**src/rtl/elevator_pkg.sv**
```systemverilog
// Shared types for the two-car elevator system: floor index, hall-call state
// and default sizing.
package elevator_pkg;

  localparam int NFLOORS_DEFAULT = 16;
  localparam int FLOOR_W_DEFAULT = 4;

  typedef logic [FLOOR_W_DEFAULT-1:0] floor_t;

  typedef enum logic [1:0] {
    CALL_IDLE   = 2'd0,
    CALL_NEW    = 2'd1,
    CALL_ISSUED = 2'd2
  } call_state_t;

endpackage

```
**src/rtl/call_debounce.sv**
```systemverilog
// One hall button: 2-FF synchroniser, saturating debounce counter and a
// one-cycle press pulse on the rising edge of the debounced level.
module call_debounce #(
  parameter int DEBOUNCE_CYC = 4
) (
  input  logic clk,
  input  logic rst,
  input  logic btn_raw,
  output logic press
);

  localparam logic [7:0] CNT_MAX = 8'(DEBOUNCE_CYC);

  logic [1:0] sync_q, sync_d;
  logic [7:0] cnt_q, cnt_d;
  logic       db;
  logic       db_q, db_d;

  always_comb begin
    sync_d = {sync_q[0], btn_raw};
    cnt_d  = '0;
    if (sync_q[1]) begin
      cnt_d = (cnt_q == CNT_MAX) ? cnt_q : cnt_q + 8'd1;
    end
    db    = (cnt_q == CNT_MAX);
    db_d  = db;
    press = db & ~db_q;
  end

  always_ff @(posedge clk or negedge rst) begin
    if (!rst) begin
      sync_q <= '0;
      cnt_q  <= '0;
      db_q   <= 1'b0;
    end else begin
      sync_q <= sync_d;
      cnt_q  <= cnt_d;
      db_q   <= db_d;
    end
  end

endmodule

```
**src/rtl/hall_call_encoder.sv**
```systemverilog
// Hall-call front end: debounced presses become pending calls that are issued
// one per cycle, round-robin. Optional re-issue of stale calls: HALL_CALL_REISSUE_EN.
module hall_call_encoder
  import elevator_pkg::*;
#(
  parameter int NFLOORS      = NFLOORS_DEFAULT,
  parameter int FLOOR_W      = FLOOR_W_DEFAULT,
  parameter int DEBOUNCE_CYC = 4,
  parameter int REISSUE_CYC  = 255
) (
  input  logic               clk,
  input  logic               rst,
  input  logic [NFLOORS-1:0] btn,
  input  logic [FLOOR_W-1:0] floor_l1,
  input  logic [FLOOR_W-1:0] floor_l2,
  output logic               req_valid,
  output logic [FLOOR_W-1:0] req_new,
  output logic [NFLOORS-1:0] pending
);

  if (NFLOORS > (1 << FLOOR_W) || DEBOUNCE_CYC < 1 || DEBOUNCE_CYC > 255 ||
      REISSUE_CYC < 1) begin : g_param_check
    $error("hall_call_encoder: illegal parameter combination");
  end

  logic [NFLOORS-1:0] press;
  logic [NFLOORS-1:0] served;
  logic [NFLOORS-1:0] cand;
  logic [NFLOORS-1:0] expire;

  call_state_t state_q [NFLOORS];
  call_state_t state_d [NFLOORS];

  logic               found;
  logic [FLOOR_W-1:0] sel;
  logic [FLOOR_W-1:0] ptr_q, ptr_d;
  logic               req_valid_q, req_valid_d;
  logic [FLOOR_W-1:0] req_new_q, req_new_d;

  for (genvar g = 0; g < NFLOORS; g++) begin : g_btn
    call_debounce #(.DEBOUNCE_CYC(DEBOUNCE_CYC)) u_db (
      .clk     (clk),
      .rst     (rst),
      .btn_raw (btn[g]),
      .press   (press[g])
    );
  end

  // A floor where either car currently stands is satisfied this cycle.
  always_comb begin
    served = '0;
    cand   = '0;
    for (int i = 0; i < NFLOORS; i++) begin
      served[i] = (floor_l1 == FLOOR_W'(i)) || (floor_l2 == FLOOR_W'(i));
      cand[i]   = (state_q[i] == CALL_NEW) && !served[i];
    end
  end

  always_comb begin
    logic [FLOOR_W:0] idx;
    idx   = '0;
    found = 1'b0;
    sel   = '0;
    for (int k = 0; k < NFLOORS; k++) begin
      idx = {1'b0, ptr_q} + (FLOOR_W+1)'(k);
      if (idx >= (FLOOR_W+1)'(NFLOORS)) begin
        idx = idx - (FLOOR_W+1)'(NFLOORS);
      end
      if (!found && cand[idx[FLOOR_W-1:0]]) begin
        found = 1'b1;
        sel   = idx[FLOOR_W-1:0];
      end
    end
  end

`ifdef HALL_CALL_REISSUE_EN
  localparam int TMR_W = $clog2(REISSUE_CYC + 1);

  logic [TMR_W-1:0] timer_q [NFLOORS];
  logic [TMR_W-1:0] timer_d [NFLOORS];

  // Timer reads 0 on the first ISSUED cycle, so expiry is one count early.
  always_comb begin
    expire = '0;
    for (int i = 0; i < NFLOORS; i++) begin
      timer_d[i] = (state_q[i] == CALL_ISSUED) ? timer_q[i] + 1'b1 : '0;
      expire[i]  = (state_q[i] == CALL_ISSUED) &&
                   (timer_q[i] == TMR_W'(REISSUE_CYC - 1));
    end
  end

  always_ff @(posedge clk or negedge rst) begin
    if (!rst) begin
      for (int i = 0; i < NFLOORS; i++) timer_q[i] <= '0;
    end else begin
      for (int i = 0; i < NFLOORS; i++) timer_q[i] <= timer_d[i];
    end
  end
`else
  assign expire = '0;
`endif

  // Service beats selection, re-press and expiry.
  always_comb begin
    for (int i = 0; i < NFLOORS; i++) begin
      state_d[i] = state_q[i];
      case (state_q[i])
        CALL_IDLE:   if (press[i] && !served[i]) state_d[i] = CALL_NEW;
        CALL_NEW: begin
          if (served[i])                             state_d[i] = CALL_IDLE;
          else if (found && sel == FLOOR_W'(i))      state_d[i] = CALL_ISSUED;
        end
        CALL_ISSUED: begin
          if (served[i])      state_d[i] = CALL_IDLE;
          else if (expire[i]) state_d[i] = CALL_NEW;
        end
        default:     state_d[i] = CALL_IDLE;
      endcase
    end
  end

  always_comb begin
    req_valid_d = found;
    req_new_d   = found ? sel : req_new_q;
    ptr_d       = ptr_q;
    if (found) begin
      ptr_d = (sel == FLOOR_W'(NFLOORS - 1)) ? '0 : sel + 1'b1;
    end
  end

  always_ff @(posedge clk or negedge rst) begin
    if (!rst) begin
      for (int i = 0; i < NFLOORS; i++) state_q[i] <= CALL_IDLE;
      ptr_q       <= '0;
      req_valid_q <= 1'b0;
      req_new_q   <= '0;
    end else begin
      for (int i = 0; i < NFLOORS; i++) state_q[i] <= state_d[i];
      ptr_q       <= ptr_d;
      req_valid_q <= req_valid_d;
      req_new_q   <= req_new_d;
    end
  end

  always_comb begin
    pending = '0;
    for (int i = 0; i < NFLOORS; i++) begin
      pending[i] = (state_q[i] != CALL_IDLE);
    end
  end

  assign req_valid = req_valid_q;
  assign req_new   = req_new_q;

endmodule
```
**config.mk**
```make
export PLATFORM = sky130hd
export DESIGN_NAME = hall_call_encoder
export DESIGN_NICKNAME = d
export VERILOG_FILES = /design/src/rtl/elevator_pkg.sv /design/src/rtl/call_debounce.sv /design/src/rtl/hall_call_encoder.sv
export SDC_FILE = /design/constraint.sdc
export NUM_CORES = 1
export LEC_CHECK = 0
export CAP_MARGIN = 20
export CORE_MARGIN = 1
export CORE_UTILIZATION = 45
export CTS_CLUSTER_SIZE = 8
export DETAILED_ROUTE_END_ITERATION = 8
export PLACE_DENSITY_LB_ADDON = 0.15
export SLEW_MARGIN = 20
export SYNTH_ARGS = -nofsm -noshare
export SYNTH_HDL_FRONTEND = slang
export SYNTH_SLANG_ARGS = --single-unit
```
**constraint.sdc**
```tcl
create_clock -name clk -period 7.6 [get_ports clk]
set_input_delay 1.52 -clock clk [delete_from_list [all_inputs] [get_ports clk]]
set_output_delay 1.52 -clock clk [all_outputs]
set_load 0.03 [all_outputs]
```
Word-level counts from Yosys, hierarchy flattened
Index checks and enable logic that the tools add are counted.

Add/subtract/negate cells: 48. Magnitude comparators: 32. Equality and inequality tests: 157. Mux-type cells: 193. Bitwise gates (word level): 32. Reduce and logical (&&, ||, !) cells: 161.

Operators by type and width (number): 8-bit 2-to-1 mux (32); 4-bit 2-to-1 mux (33); 8-bit by 1-bit adder with 8-bit output (second input constant) (16); 8-bit by 3-bit equality test with 1-bit output (second input constant) (16); 2-bit 2-to-1 mux (64); 4-bit equality test (second input constant) (24); 2-bit != test (second input constant) (48); 2-bit case mux with 3 select lines (16); 4-bit by 5-bit < comparator with 1-bit output (second input constant) (16); 5-bit greater-or-equal comparator (second input constant) (15); 1-bit binary-select mux with 4-bit select (16); 4-bit by 1-bit subtractor with 4-bit output (second input constant) (16); 1-bit logical AND (63); 4-bit by 3-bit equality test with 1-bit output (second input constant) (12); 3-bit by 2-bit != test with 1-bit output (second input constant) (16); 3-bit AND reduction (16); 4-bit by 4-bit adder with 5-bit output (second input constant) (8); 2-bit by 1-bit equality test with 1-bit output (second input constant) (16); 2-bit equality test (second input constant) (16); 2-bit zero test (16); 1-bit 2-to-1 mux (32); 2-bit nonzero test (16); 1-bit zero test (31); 4-bit by 2-bit equality test with 1-bit output (second input constant) (6); other kinds (10) (63).

Bits in registers: 217. Input port bits: 26. Output and inout bits: 21.

Logic depth before layout (Yosys ltp)
Depth after elaboration: 57. Mapped depth: 25. Gate-level depth less buffers: 18.

Hierarchy
Synthesis repeated with hierarchy kept, for this count alone.

Cell total of the unflattened synthesis: 1540. Area total of the unflattened synthesis: 13994.7 um^2.

Modules (own cells, without submodules): call_debounce (times used 16, cells each 52, area an instance 526.8 um^2, seq. area each 275.3 um^2); hall_call_encoder (times used 1, cells each 708, area an instance 5566.6 um^2, seq. area each 1026.0 um^2).

Worst setup path before layout
No wires, ideal clock.

Kind: input to register. From: input port floor_l2[2]. To: register state_q[9] (netlist name). Library setup time: 0.077 ns. Arrival time: 5.847 ns. Data required time: 7.523 ns. Slack: 1.676 ns. Stages: 18. Cells stage by stage: or4b_4 > and3_4 > buf_6 > mux4_2 > a22o_1 > or2_1 > buf_6 > or4_4 > nor4_2 > buf_4 > o21ai_0 > a32oi_1 > ha_1 > and2_0 > clkbuf_1 > nand2_1 > or3_1 > a21oi_1.

Cells in the longest elaborated chain, start to end: 56. Elaborated cells between the ends (all ways): 167.

RTL lines: start, declared (line hall_call_encoder.sv:15) `input logic [FLOOR_W-1:0] floor_l2,`; 4-bit by 1-bit equality test with 1-bit output (tied with other cells) (line hall_call_encoder.sv:54) `served[i] = (floor_l1 == FLOOR_W'(i)) || (floor_l2 == FLOOR_W'(i));`; 1-bit logical OR (line hall_call_encoder.sv:54); 1-bit zero test (line hall_call_encoder.sv:55) `cand[i] = (state_q[i] == CALL_NEW) && !served[i];`; 1-bit logical AND (line hall_call_encoder.sv:55); 1-bit binary-select mux with 4-bit select (line hall_call_encoder.sv:69) `if (!found && cand[idx[FLOOR_W-1:0]]) begin`; 1-bit 2-to-1 mux (not written as such) (line hall_call_encoder.sv:69); 1-bit 2-to-1 mux (line hall_call_encoder.sv:69); 1-bit zero test (line hall_call_encoder.sv:69); [... 41 more ...]; 1-bit zero test (line hall_call_encoder.sv:69); 1-bit logical AND (line hall_call_encoder.sv:69); 4-bit 2-to-1 mux (*) (line hall_call_encoder.sv:69); net sel[0] (line hall_call_encoder.sv:35) `logic [FLOOR_W-1:0] sel;`; 4-bit equality test (*) (line hall_call_encoder.sv:111) `else if (found && sel == FLOOR_W'(i)) state_d[i] = CALL_ISSUED;`; 1-bit logical AND (*) (line hall_call_encoder.sv:111); 3-bit by 2-bit != test with 1-bit output (no line) (*); 3-bit AND reduction (no line) (*); end, declared (line hall_call_encoder.sv:31) `call_state_t state_q [NFLOORS];`.

The timed path passes the listed nets; every way through them passes the cells marked *. The select of a mux whose other input is x is not followed. A chain may end at the register's enable or synchronous reset.

Final worst setup path
From: input port floor_l1[0]. To: register state_q[6] (netlist name).

Cells in the longest elaborated chain, start to end: 56. Elaborated cells between the ends (all ways): 167.

RTL lines: start, declared (line hall_call_encoder.sv:14) `input logic [FLOOR_W-1:0] floor_l1,`; 4-bit by 1-bit equality test with 1-bit output (tied with other cells) (line hall_call_encoder.sv:54); 1-bit logical OR (line hall_call_encoder.sv:54); 1-bit zero test (line hall_call_encoder.sv:55); 1-bit logical AND (line hall_call_encoder.sv:55); 1-bit binary-select mux with 4-bit select (line hall_call_encoder.sv:69); 1-bit 2-to-1 mux (not written as such) (line hall_call_encoder.sv:69); 1-bit 2-to-1 mux (line hall_call_encoder.sv:69); 1-bit zero test (line hall_call_encoder.sv:69); [... 41 more ...]; 1-bit zero test (line hall_call_encoder.sv:69); 1-bit logical AND (line hall_call_encoder.sv:69); 4-bit 2-to-1 mux (*) (line hall_call_encoder.sv:69); net sel[1] (line hall_call_encoder.sv:35); 4-bit equality test (*) (line hall_call_encoder.sv:111); 1-bit logical AND (*) (line hall_call_encoder.sv:111); 3-bit by 2-bit != test with 1-bit output (no line) (*); 3-bit AND reduction (no line) (*).

Marks and branches as above.

==> qor.tcl <==
set qor(outcome) {complete, no violations}
set qor(post_cts_setup_buffer_count) 0
set qor(dp.cells) 1847
set qor(synth_edf_count) 0
set qor(worst_setup_path_end_kind) {flip-flop}
set qor(timing.final.ws_setup_ns) 0.905
set qor(path_class) {in2reg}
set qor(layout-drive-gt1-share) 0.0991
set qor(timing.rr.end) {state_q[6]}
set qor(i_o_pin_total) 47
set qor(cts_htree_levels) 1
set qor(drt_first_pass_iters) 5
set qor(slew_violations) 0
set qor(synth_seq_area_share) 0.401
set qor(grt_setup_unrepaired) {no}
set qor(clock_tree.root_cell) {sky130_fd_sc_hd__clkbuf_16}
set qor(place.detailed.hpwl_um) 26100
set qor(cts_buffers) 31
set qor(clock_path_buffers) 3
set qor(critical_path.max_fanout) 24
set qor(post_synth_num_cell_types) 86
set qor(final_antenna_net_count) 0
set qor(floorplan.initialDensity) 0.457
set qor(yosys_register_bits) 217
set qor(worst-endpoint-required_ns) 8.06
set qor(finalSetupViolCount) 0
set qor(fin_util) 0.520
set qor(cap_violations) 0
set qor(core_area_um2) 29600
set qor(post_synth_instance_area_um2) 13600
set qor(cts_tree) {built}
set qor(synth.avg_cell_area_um2) 9.50
set qor(synth.yosys.warnings) 0
set qor(finish.net_count) 1559
set qor(synthCells) 1427
set qor(io_buffer_count) 46
set qor(worst_pin_slew_ns) 1.14
set qor(floorplan.die.height_um) 176
set qor(grt_pass1_vias) 10449
set qor(worstPathArrival_ns) 7.15
set qor(floorplan.die_area_um2) 30800
set qor(max_freq_ghz) 0.149
set qor(worst-r2r-cell-count) 19
set qor(period_needed_ns) 6.70
set qor(worst_hold_slack_ns) 0.344
set qor(gr-usage-all-layers) 0.237
set qor(final.setup.tns_ns) 0
set qor(timing.hold.worst.start) {g_btn[6].u_db.sync_q[0]}
set qor(num_antenna_cells) 0
set qor(via_count_normalized_by_instance_count) 5.98
set qor(worst_slew_margin_rel) 0.232
set qor(setup.worst_path.start_class) {input pin}
set qor(worst_hold_path_type) {reg2reg}
set qor(path_cells) {clkdlybuf4s50_1, and4b_1, nor4b_1, a221oi_1, o41ai_1, o22ai_1, o211ai_1, buf_4, nor3_1, or3_1, a21oi_1, o21a_1, inv_1, ha_1, and2_0, nand2_1, nor3_1, nor4b_1}
set qor(cts_resized) 0
set qor(layout_worst_path_cycle_share) 0.881
set qor(final_cells) 1883
set qor(cts.sink_count) 217
set qor(route.detailed.drc) 0
set qor(ys.flop_type) {sky130_fd_sc_hd__dfrtp_1}
set qor(mostFrequentLayoutCells) {sky130_fd_sc_hd__dfrtp_1, sky130_fd_sc_hd__nand2_1, sky130_fd_sc_hd__nand3_1}
set qor(syn_nets) 1496
set qor(die_width_um) 176
set qor(setup.reg_to_reg.worst_slack_ns) 1.92
set qor(clkLatencyLatePin_ns) 0.58
set qor(post-place-ws_ns) 0.553
set qor(power.static_leakage_nw) 6.57
set qor(vias) 11255
set qor(critical_path.reg2reg.startpoint) {ptr_q[1]}
set qor(clkSlewWorstSetupHoldPaths_ns) 0.05
set qor(whs_path_depth) 0
set qor(finalHoldViolations) 0
set qor(hold_end) {g_btn[6].u_db.sync_q[1]}
set qor(routabilityCongestion) 1.01
set qor(drt_wl_total_um) 35900
set qor(grt_antenna_before_repair) 0
set qor(crit_slowest_cell) {sky130_fd_sc_hd__clkdlybuf4s50_1}
set qor(vdd.ir_drop.worst_mv) 0.478
set qor(drt-initial-drc-count) 906
set qor(fp-row-count) 63
set qor(power_density_relative_to_cell_area_nw_per_um2) 499
set qor(finalClockSkew_ns) 0.0219
set qor(grt_start_max_net_pins) 161
set qor(overflow) 0
set qor(synthToLayoutAreaGrowth_pct) 13.6
set qor(asyncSetResetFlopFracSynth) 1.00
set qor(cts-hold-fix-buffers) 0
set qor(first_pass_grt_wire_length_um) 57700
set qor(layout_commonest_cell) {sky130_fd_sc_hd__dfrtp_1}
set qor(worst_path_largest_cell_delay_ns) 0.94
set qor(wl_per_cell_um) 19.1
## worst max path at each step
stage | start | endpoint | slack (ns) | cells past startpoint
after CTS | floor_l2[3] | state_q[6] | 1.12 | 17
final | floor_l1[0] | state_q[6] | 0.90 | 18
after global placement | floor_l2[3] | state_q[3] | 0.63 | 16
after global routing | floor_l1[0] | state_q[3] | 0.58 | 17
after detailed placement | floor_l1[0] | state_q[3] | 0.55 | 17
after floorplan | floor_l2[2] | state_q[9] | 1.68 | 18
## cell usage after synthesis, types with 14 or more instances
master                     count  area share
sky130_fd_sc_hd__dfrtp_1     217        0.40
sky130_fd_sc_hd__mux2i_1      19       0.014
sky130_fd_sc_hd__nor4_1       24       0.011
sky130_fd_sc_hd__nand4_1      25       0.012
sky130_fd_sc_hd__a21boi_0     45       0.025
sky130_fd_sc_hd__o21ai_0      55       0.020
sky130_fd_sc_hd__xnor2_1      70       0.045
sky130_fd_sc_hd__and3_1       30       0.014
sky130_fd_sc_hd__nor3_1       41       0.015
sky130_fd_sc_hd__ha_1         43       0.040
sky130_fd_sc_hd__a31oi_1      19      0.0088
sky130_fd_sc_hd__nor2b_1      30       0.014
sky130_fd_sc_hd__nor4b_1      14      0.0090
sky130_fd_sc_hd__and2_1       72       0.033
sky130_fd_sc_hd__nand2b_1     19      0.0088
sky130_fd_sc_hd__or2_2        20      0.0092
sky130_fd_sc_hd__mux4_2       20       0.033
sky130_fd_sc_hd__nand2_1     105       0.029
sky130_fd_sc_hd__a21oi_1      32       0.012
sky130_fd_sc_hd__inv_1        62       0.017
sky130_fd_sc_hd__nand3_1      88       0.032
sky130_fd_sc_hd__clkbuf_1     38       0.011
sky130_fd_sc_hd__or3_1        37       0.017
sky130_fd_sc_hd__nor2_1       81       0.022
## cell type report
class                   count  area, µm²
clock buffers              34        797
clock inverters             2       25.0
fillers                  2792      14200
inverters                  63        236
multi-input cells        1093       7660
flip-flops and latches    217       5430
well taps                 390        488
repair buffers             84        763
## logic make-up after synthesis
logic type,Yosys count,share of synthesized area
flip-flops,217,0.401
buffers and inverters,117,0.0347
AND/OR/NAND/NOR,664,0.284
adder cells (fa/ha/maj),43,0.0397
XOR/XNOR,75,0.0485
AO/OA/AOI/OAI,263,0.137
multiplexers,48,0.0549
## per-layer routing
layer  routed length [µm]  vias to the layer above  part of all wire  GRT usage
li1                     -                     5365                 -          -
met1                15500                     5448              0.43      0.317
met2                16500                      351              0.46      0.373
met3                 2360                       91             0.066     0.0459
met4                 1610                        0             0.045      0.102
met5                    0                        -                 0          0
## power by group
| part | switching [mW] | internal, mW | total, mW | leakage, nW |
|---|---|---|---|---|
| clock network | 0.496 | 0.726 | 1.22 | 0.405 |
| logic | 3.14 | 1.87 | 5.01 | 3.28 |
| registers | 0.146 | 1.31 | 1.45 | 2.88 |
## worst max-delay path: cells and delay by family
kind | cells | cell delay, ns
buf+inv | 3 | 1.28
simple gates | 8 | 2.26
fa+ha+maj | 1 | 0.24
compound gates | 6 | 1.85
## stage by stage
stage	power (mW)	area (µm²)
final	7.68	15400
after global routing	8.16	15400
after CTS	7.62	15400
after detailed placement	6.35	14600
after global placement	6.37	14600
after floorplan	4.67	13600
## flip-flops by register name, summed over array words and instances, names as in the netlist
| name | flops |
|---|---|
| g_btn.u_db.sync_q | 32 |
| req_new | 4 |
| state_q | 32 |
| ptr_q | 4 |
| g_btn.u_db.cnt_q | 128 |
| g_btn.u_db.db_q | 16 |
| req_valid | 1 |
Power figures use the tool's default switching activity.
==> edit 1 (same flow settings) <==
Build with the macro `HALL_CALL_REISSUE_EN` defined.
--- a/src/rtl/hall_call_encoder.sv
+++ b/src/rtl/hall_call_encoder.sv
@@ -1,4 +1,6 @@
 // Hall-call front end: debounced presses become pending calls that are issued
 // one per cycle, round-robin. Optional re-issue of stale calls: HALL_CALL_REISSUE_EN.
+`define HALL_CALL_REISSUE_EN
+
 module hall_call_encoder
   import elevator_pkg::*;
Behaviour: no difference found for any inputs over 10 cycles, from zero or initial values and one cycle with rst low; that may be too few to reach the edited logic, so the function may still have changed.
==> edit 1 against the unedited design <==
Cell count up 29%; setup slack better by 190 ps; area after synthesis up 40%; wire length up 19%; via count up 22%; combinational power down 3%; design area up 39%; non-clock buffer count down 20; die area up 39%; maximum frequency up 3.0%; power up 17%; sequential cell count up 128; largest power group unchanged.
==> edit 1: results (changes against the unedited design) <==
- The standard cell with the maximum stage delay on the critical path is sky130_fd_sc_hd__clkdlybuf4s50_1.
- The post-route clock skew is 26.6 ps (+4.69 ps).
- The net count of the mapped netlist came to 1941 (+30%).
- The total of warnings raised by yosys was 0 (unchanged).
- The kind of cell with the highest combined delay along the critical path is simple AND/OR/NAND/NOR gates.
- The number of vias after detailed routing is 13800 (+22%).
- The global router's overall resource usage is 20.6% (-3.1 points).
- The fraction of the mapped netlist area in adder cells was 4.95% (+0.98 points).
- The detailed-routing iteration count for the pre-antenna-repair pass is 5 (unchanged).
- After synthesis, the largest family of logic cells by area is simple AND/OR/NAND/NOR gates.
- The fraction of layout cells with a size suffix above 1 is 8.71% (-1.2 points).
- The portion of synthesized cell area occupied by the leading cell type is 45.5% (+5.5 points).
- The sequential area share after synthesis was 45.5% (+5.5 points).
- The final routed wirelength across all metal layers was 42700 um (+19%).
- The xor/xnor share of the synthesized area is 8.55% (+3.7 points).
- The proportion of register bits with asynchronous set or reset after synthesis is 100% (unchanged).
- The number of remaining DRC errors is 0 (unchanged).
- The endpoint arrival time on the critical path came to 6930 ps (-220 ps).
- The distinct cell type count after synthesis came to 94 (+9.3%).
- The final weighted congestion of routability-driven global placement was 0.939 (-7.3%).
- The fraction of the mapped netlist area in compound gates is 9.15% (-4.6 points).
- The worst slew margin relative to its limit came to 36.2% (+13 points).
- The final-stage net count is 2002 (+28%).
- The number of filler cells placed in the layout is 3670 (+31%).
- The count of routing violations after the opening detailed-route iteration is 1058 (+17%).
- The largest registers in the layout are g_btn.u_db.cnt_q x128, timer_q x128.
- The library cell used as clock root buffer is sky130_fd_sc_hd__clkbuf_16.
- The number of antenna violations at the first check in global routing was 0 (unchanged).
- The pin count of the biggest net entering global routing is 128 (-20%).
- The detailed placer's ending HPWL was 29800 um (+14%).
- The largest stage delay on the critical path was 690 ps (-250 ps).
- In the post-synthesis netlist, the biggest area contributors are sky130_fd_sc_hd__dfrtp_1 46%, sky130_fd_sc_hd__ha_1 5.0%, sky130_fd_sc_hd__xnor2_1 4.4%, sky130_fd_sc_hd__nand3_1 4.2%, sky130_fd_sc_hd__xor2_1 4.2%.
- The first-pass GRT wire length is 71900 um (+25%).
- The number of post-CTS setup repair buffers was 0 (unchanged).
- The largest vdd supply drop is 467 uV (-2.2%).
- The internal portion of total power is 4970 uW (+27%).
- The number of H-tree branching levels is 2 (+1).
- The number of global-route vias before repair is 13800 (+32%).
- The class of the most critical hold timing path is register to register.
- The run finished with clean final reports.
- The count of cells resized by post-cts repair is 0 (unchanged).
- The number of CTS-inserted buffers is 49 (+58%).
- The leakage power is 0.00946 uW (+44%).
- The standard cell area after detailed placement is 20000 um^2 (+37%).
- The insertion delay of the later-clocked pin in the worst-skew pair is 590 ps.
- The highest fanout seen on the critical path is 16 (-33%).
- The number of diodes was 0 (unchanged).
- In the synthesized netlist, the cells that appear most often are 345 x sky130_fd_sc_hd__dfrtp_1, 182 x sky130_fd_sc_hd__nor2_1, 159 x sky130_fd_sc_hd__nand3_1.
- The largest buffer count on any clock path is 3 (unchanged).
- The mux cell area share after synthesis came to 6.39% (+0.90 points).
## edit 1: cell count changes after synthesis, moves of 17 or more
cell	unedited run	this run
sky130_fd_sc_hd__o21ai_0	55	32
sky130_fd_sc_hd__nor2_1	81	182
sky130_fd_sc_hd__or3_1	37	19
sky130_fd_sc_hd__ha_1	43	75
sky130_fd_sc_hd__nand3_1	88	159
sky130_fd_sc_hd__xnor2_1	70	95
sky130_fd_sc_hd__mux2i_1	19	37
sky130_fd_sc_hd__and3_1	30	56
sky130_fd_sc_hd__nor4_1	24	4
sky130_fd_sc_hd__xor2_1	5	90
sky130_fd_sc_hd__dfrtp_1	217	345
sky130_fd_sc_hd__and2_1	72	89
## edit 1: kinds of logic after synthesis
group	Yosys count
AO/OA/AOI/OAI	236
XOR/XNOR	185
adder cells (fa/ha/maj)	75
buffers and inverters	129
flip-flops	345
multiplexers	80
AND/OR/NAND/NOR	790
## edit 1: through the flow
| step | setup slack (ps) | total power (uW) | hold WS, ps | std cells |
|---|---|---|---|---|
| after floorplan | 2140 | 5650 | 331 | 1840 |
| after global placement | 788 | 6980 | 332 | 2381 |
| after detailed placement | 695 | 6980 | 337 | 2381 |
| after CTS | 1300 | 9000 | 346 | 2437 |
| after global routing | 730 | 9510 | 354 | 2438 |
| final | 1100 | 8980 | 343 | 2438 |
## edit 1: final timing paths
| check | from | depth (start not counted) | slack (ps) | end |
|---|---|---|---|---|
| min in group asynchronous | rst | 1 | 890 | g_btn[10].u_db.sync_q[0] |
| hold reg to reg | g_btn[2].u_db.sync_q[0] | 0 | 340 | g_btn[2].u_db.sync_q[1] |
| setup / recovery | floor_l1[1] | 13 | 1100 | state_q[1] |
| max in group asynchronous | rst | 3 | 5610 | timer_q[67] |
| hold / removal | g_btn[2].u_db.sync_q[0] | 0 | 340 | g_btn[2].u_db.sync_q[1] |
| setup reg to reg | ptr_q[1] | 13 | 2270 | state_q[1] |
## edit 1: layout make-up
class                      instances  area (um^2)  area share (%)
sequential                       345         8630            40.5
timing repair buffer              64          637            2.98
inverter                          75          282            1.32
clock inverter                     4         88.8           0.416
multi-input combinational       1366         9800            45.9
tap                              532          666            3.12
clock buffer                      52         1240            5.80
## edit 1: per-layer routing
metal	track usage (%)	vias to the layer above	wire (um)
li1	-	6616	-
met1	27.9	6777	19600
met2	32.9	306	19800
met3	3.87	87	2070
met4	7.62	0	1240
met5	0	-	0
## edit 1: power by group through the flow
| stage | clock network (uW) | logic [uW] | registers (uW) |
|---|---|---|---|
| global placement | 0 | 4770 | 2220 |
| floorplan | 0 | 3470 | 2180 |
| CTS | 2020 | 4790 | 2190 |
| finish | 1950 | 4850 | 2190 |
| global route | 2100 | 5200 | 2210 |
| detailed placement | 0 | 4760 | 2220 |
==> edit 2 (same flow settings) <==
Made on the original files. One comparison of `cnt_q` changes from == to >=.
--- a/src/rtl/call_debounce.sv
+++ b/src/rtl/call_debounce.sv
@@ -23,5 +23,5 @@
       cnt_d = (cnt_q == CNT_MAX) ? cnt_q : cnt_q + 8'd1;
     end
-    db    = (cnt_q == CNT_MAX);
+    db    = (cnt_q >= CNT_MAX);
     db_d  = db;
     press = db & ~db_q;
Formal check against the unedited RTL: same outputs for any inputs over 10 cycles, from zero or initial values and one cycle with rst low; that may be too few to reach the edited logic, so the function may still have changed.
==> edit 2 against the unedited design <==
First-iteration DRC count is 7.9% lower; sequential cell count stayed put; design area is 0.11% higher; largest cell class unchanged; wire length is 1.3% lower; critical path depth is 2 lower; setup slack better by 180 ps; area after synthesis is 0.63% higher.
Power is not shown: default switching activity piles up to over one toggle a cycle in this logic, so the estimate is an artifact.
==> edit 2: results (changes against the unedited design) <==
- The endpoint arrival time on the critical path is 7000 ps (-150 ps).
- Ranked by instance count, the synthesized netlist is headed by 217 x sky130_fd_sc_hd__dfrtp_1, 88 x sky130_fd_sc_hd__and2_1, 84 x sky130_fd_sc_hd__xnor2_1.
- The detailed placer's ending HPWL is 26200 um (+0.33%).
- The pin count of the biggest net entering global routing is 88 (-45%).
- The final weighted congestion of routability-driven global placement is 0.974 (-3.9%).
- By area the synthesized netlist is led by sky130_fd_sc_hd__dfrtp_1 40%, sky130_fd_sc_hd__xnor2_1 5.4%, sky130_fd_sc_hd__and2_1 4.0%, sky130_fd_sc_hd__ha_1 3.9%, sky130_fd_sc_hd__mux4_2 3.3%.
- The transition time of the tightest slew-check pin was 1010 ps (-136 ps).
- The largest stage delay on the critical path is 860 ps (-80 ps).
- The number of filler cells placed in the layout came to 2717 (-2.7%).
- The number of vias after detailed routing is 11100 (-1.7%).
- The post-route clock skew came to 7.52 ps (-14.3 ps).
- The global router's overall resource usage is 23.6% (-0.084 points).
- The count of routing violations after the opening detailed-route iteration is 834 (-7.9%).
- The final-stage net count is 1549 (-0.64%).
- The distinct cell type count after synthesis is 88 (+2.3%).
- The run finished with clean final reports.
- The first-pass GRT wire length is 58200 um (+0.84%).
- The clock-pin transition on the worst setup and hold timing paths is 50 ps (about the same).
- The number of diodes is 0 (unchanged).
- The insertion delay of the later-clocked pin in the worst-skew pair is 560 ps (-20 ps).
- The fraction of layout cells with a size suffix above 1 was 10.4% (+0.47 points).
- The library cell used as clock root buffer is sky130_fd_sc_hd__clkbuf_16.
- The proportion of register bits with asynchronous set or reset after synthesis is 100% (unchanged).
- The highest fanout seen on the critical path is 18 (-25%).
- The sequential area share after synthesis is 39.8% (-0.25 points).
edit 2: logic make-up after synthesis:
family	after synthesis	share of synthesized area, %
compound gates	225	10.9
xor+xnor	103	6.61
fa+ha+maj	43	3.94
buf+inv	100	3.16
flops	217	39.8
mux	58	6.48
simple gates	672	29.1
edit 2: critical path: cells and delay by family:
kind                       cells  cell delay (ps)
adders and majority gates      1              160
muxes                          1              790
buffers and inverters          2              970
and+or+nand+nor                7             2480
AOI/OAI and AO/OA              5             1050
edit 2: final cells by class:
class                           instances  area share (%)
Tap cell                              390            3.16
Clock inverter                          2           0.162
Inverter                               53            1.29
Timing Repair Buffer                   76            4.48
Sequential cell                       217            35.2
Clock buffer                           34            5.23
Multi-Input combinational cell       1101            50.4
edit 2: worst paths after layout:
path                            slack [ps]                  endpoint  depth (start not counted)                      from
worst max-delay path                  1080                state_q[7]                         16               floor_l2[0]
worst min-delay path                   340  g_btn[14].u_db.sync_q[1]                          0  g_btn[14].u_db.sync_q[0]
worst max register to register        1950                state_q[7]                         16                  ptr_q[1]
worst min register to register         340  g_btn[14].u_db.sync_q[1]                          0  g_btn[14].u_db.sync_q[0]
max in group asynchronous             5220    g_btn[5].u_db.cnt_q[6]                          2                       rst
min in group asynchronous              910   g_btn[7].u_db.sync_q[0]                          1                       rst
edit 2: per-stage QoR:
| step | setup slack, ps | area, um^2 | hold slack (ps) | instances | util, % |
|---|---|---|---|---|---|
| finish | 1080 | 15400 | 344 | 1873 | 51.9 |
| CTS | 1240 | 15400 | 346 | 1873 | 51.9 |
| floorplan | 2050 | 13600 | 331 | 1418 | - |
| global route | 813 | 15400 | 347 | 1873 | 51.9 |
| detailed placement | 684 | 14600 | 335 | 1837 | 49.1 |
| global placement | 688 | 14600 | 332 | 1837 | 49.1 |
edit 2: per-layer routing:
metal  share of wire [%]  track usage [%]
met5                   0                0
met4                 4.7             10.6
met3                 5.4             3.38
met2                  46             37.7
met1                  44             31.7
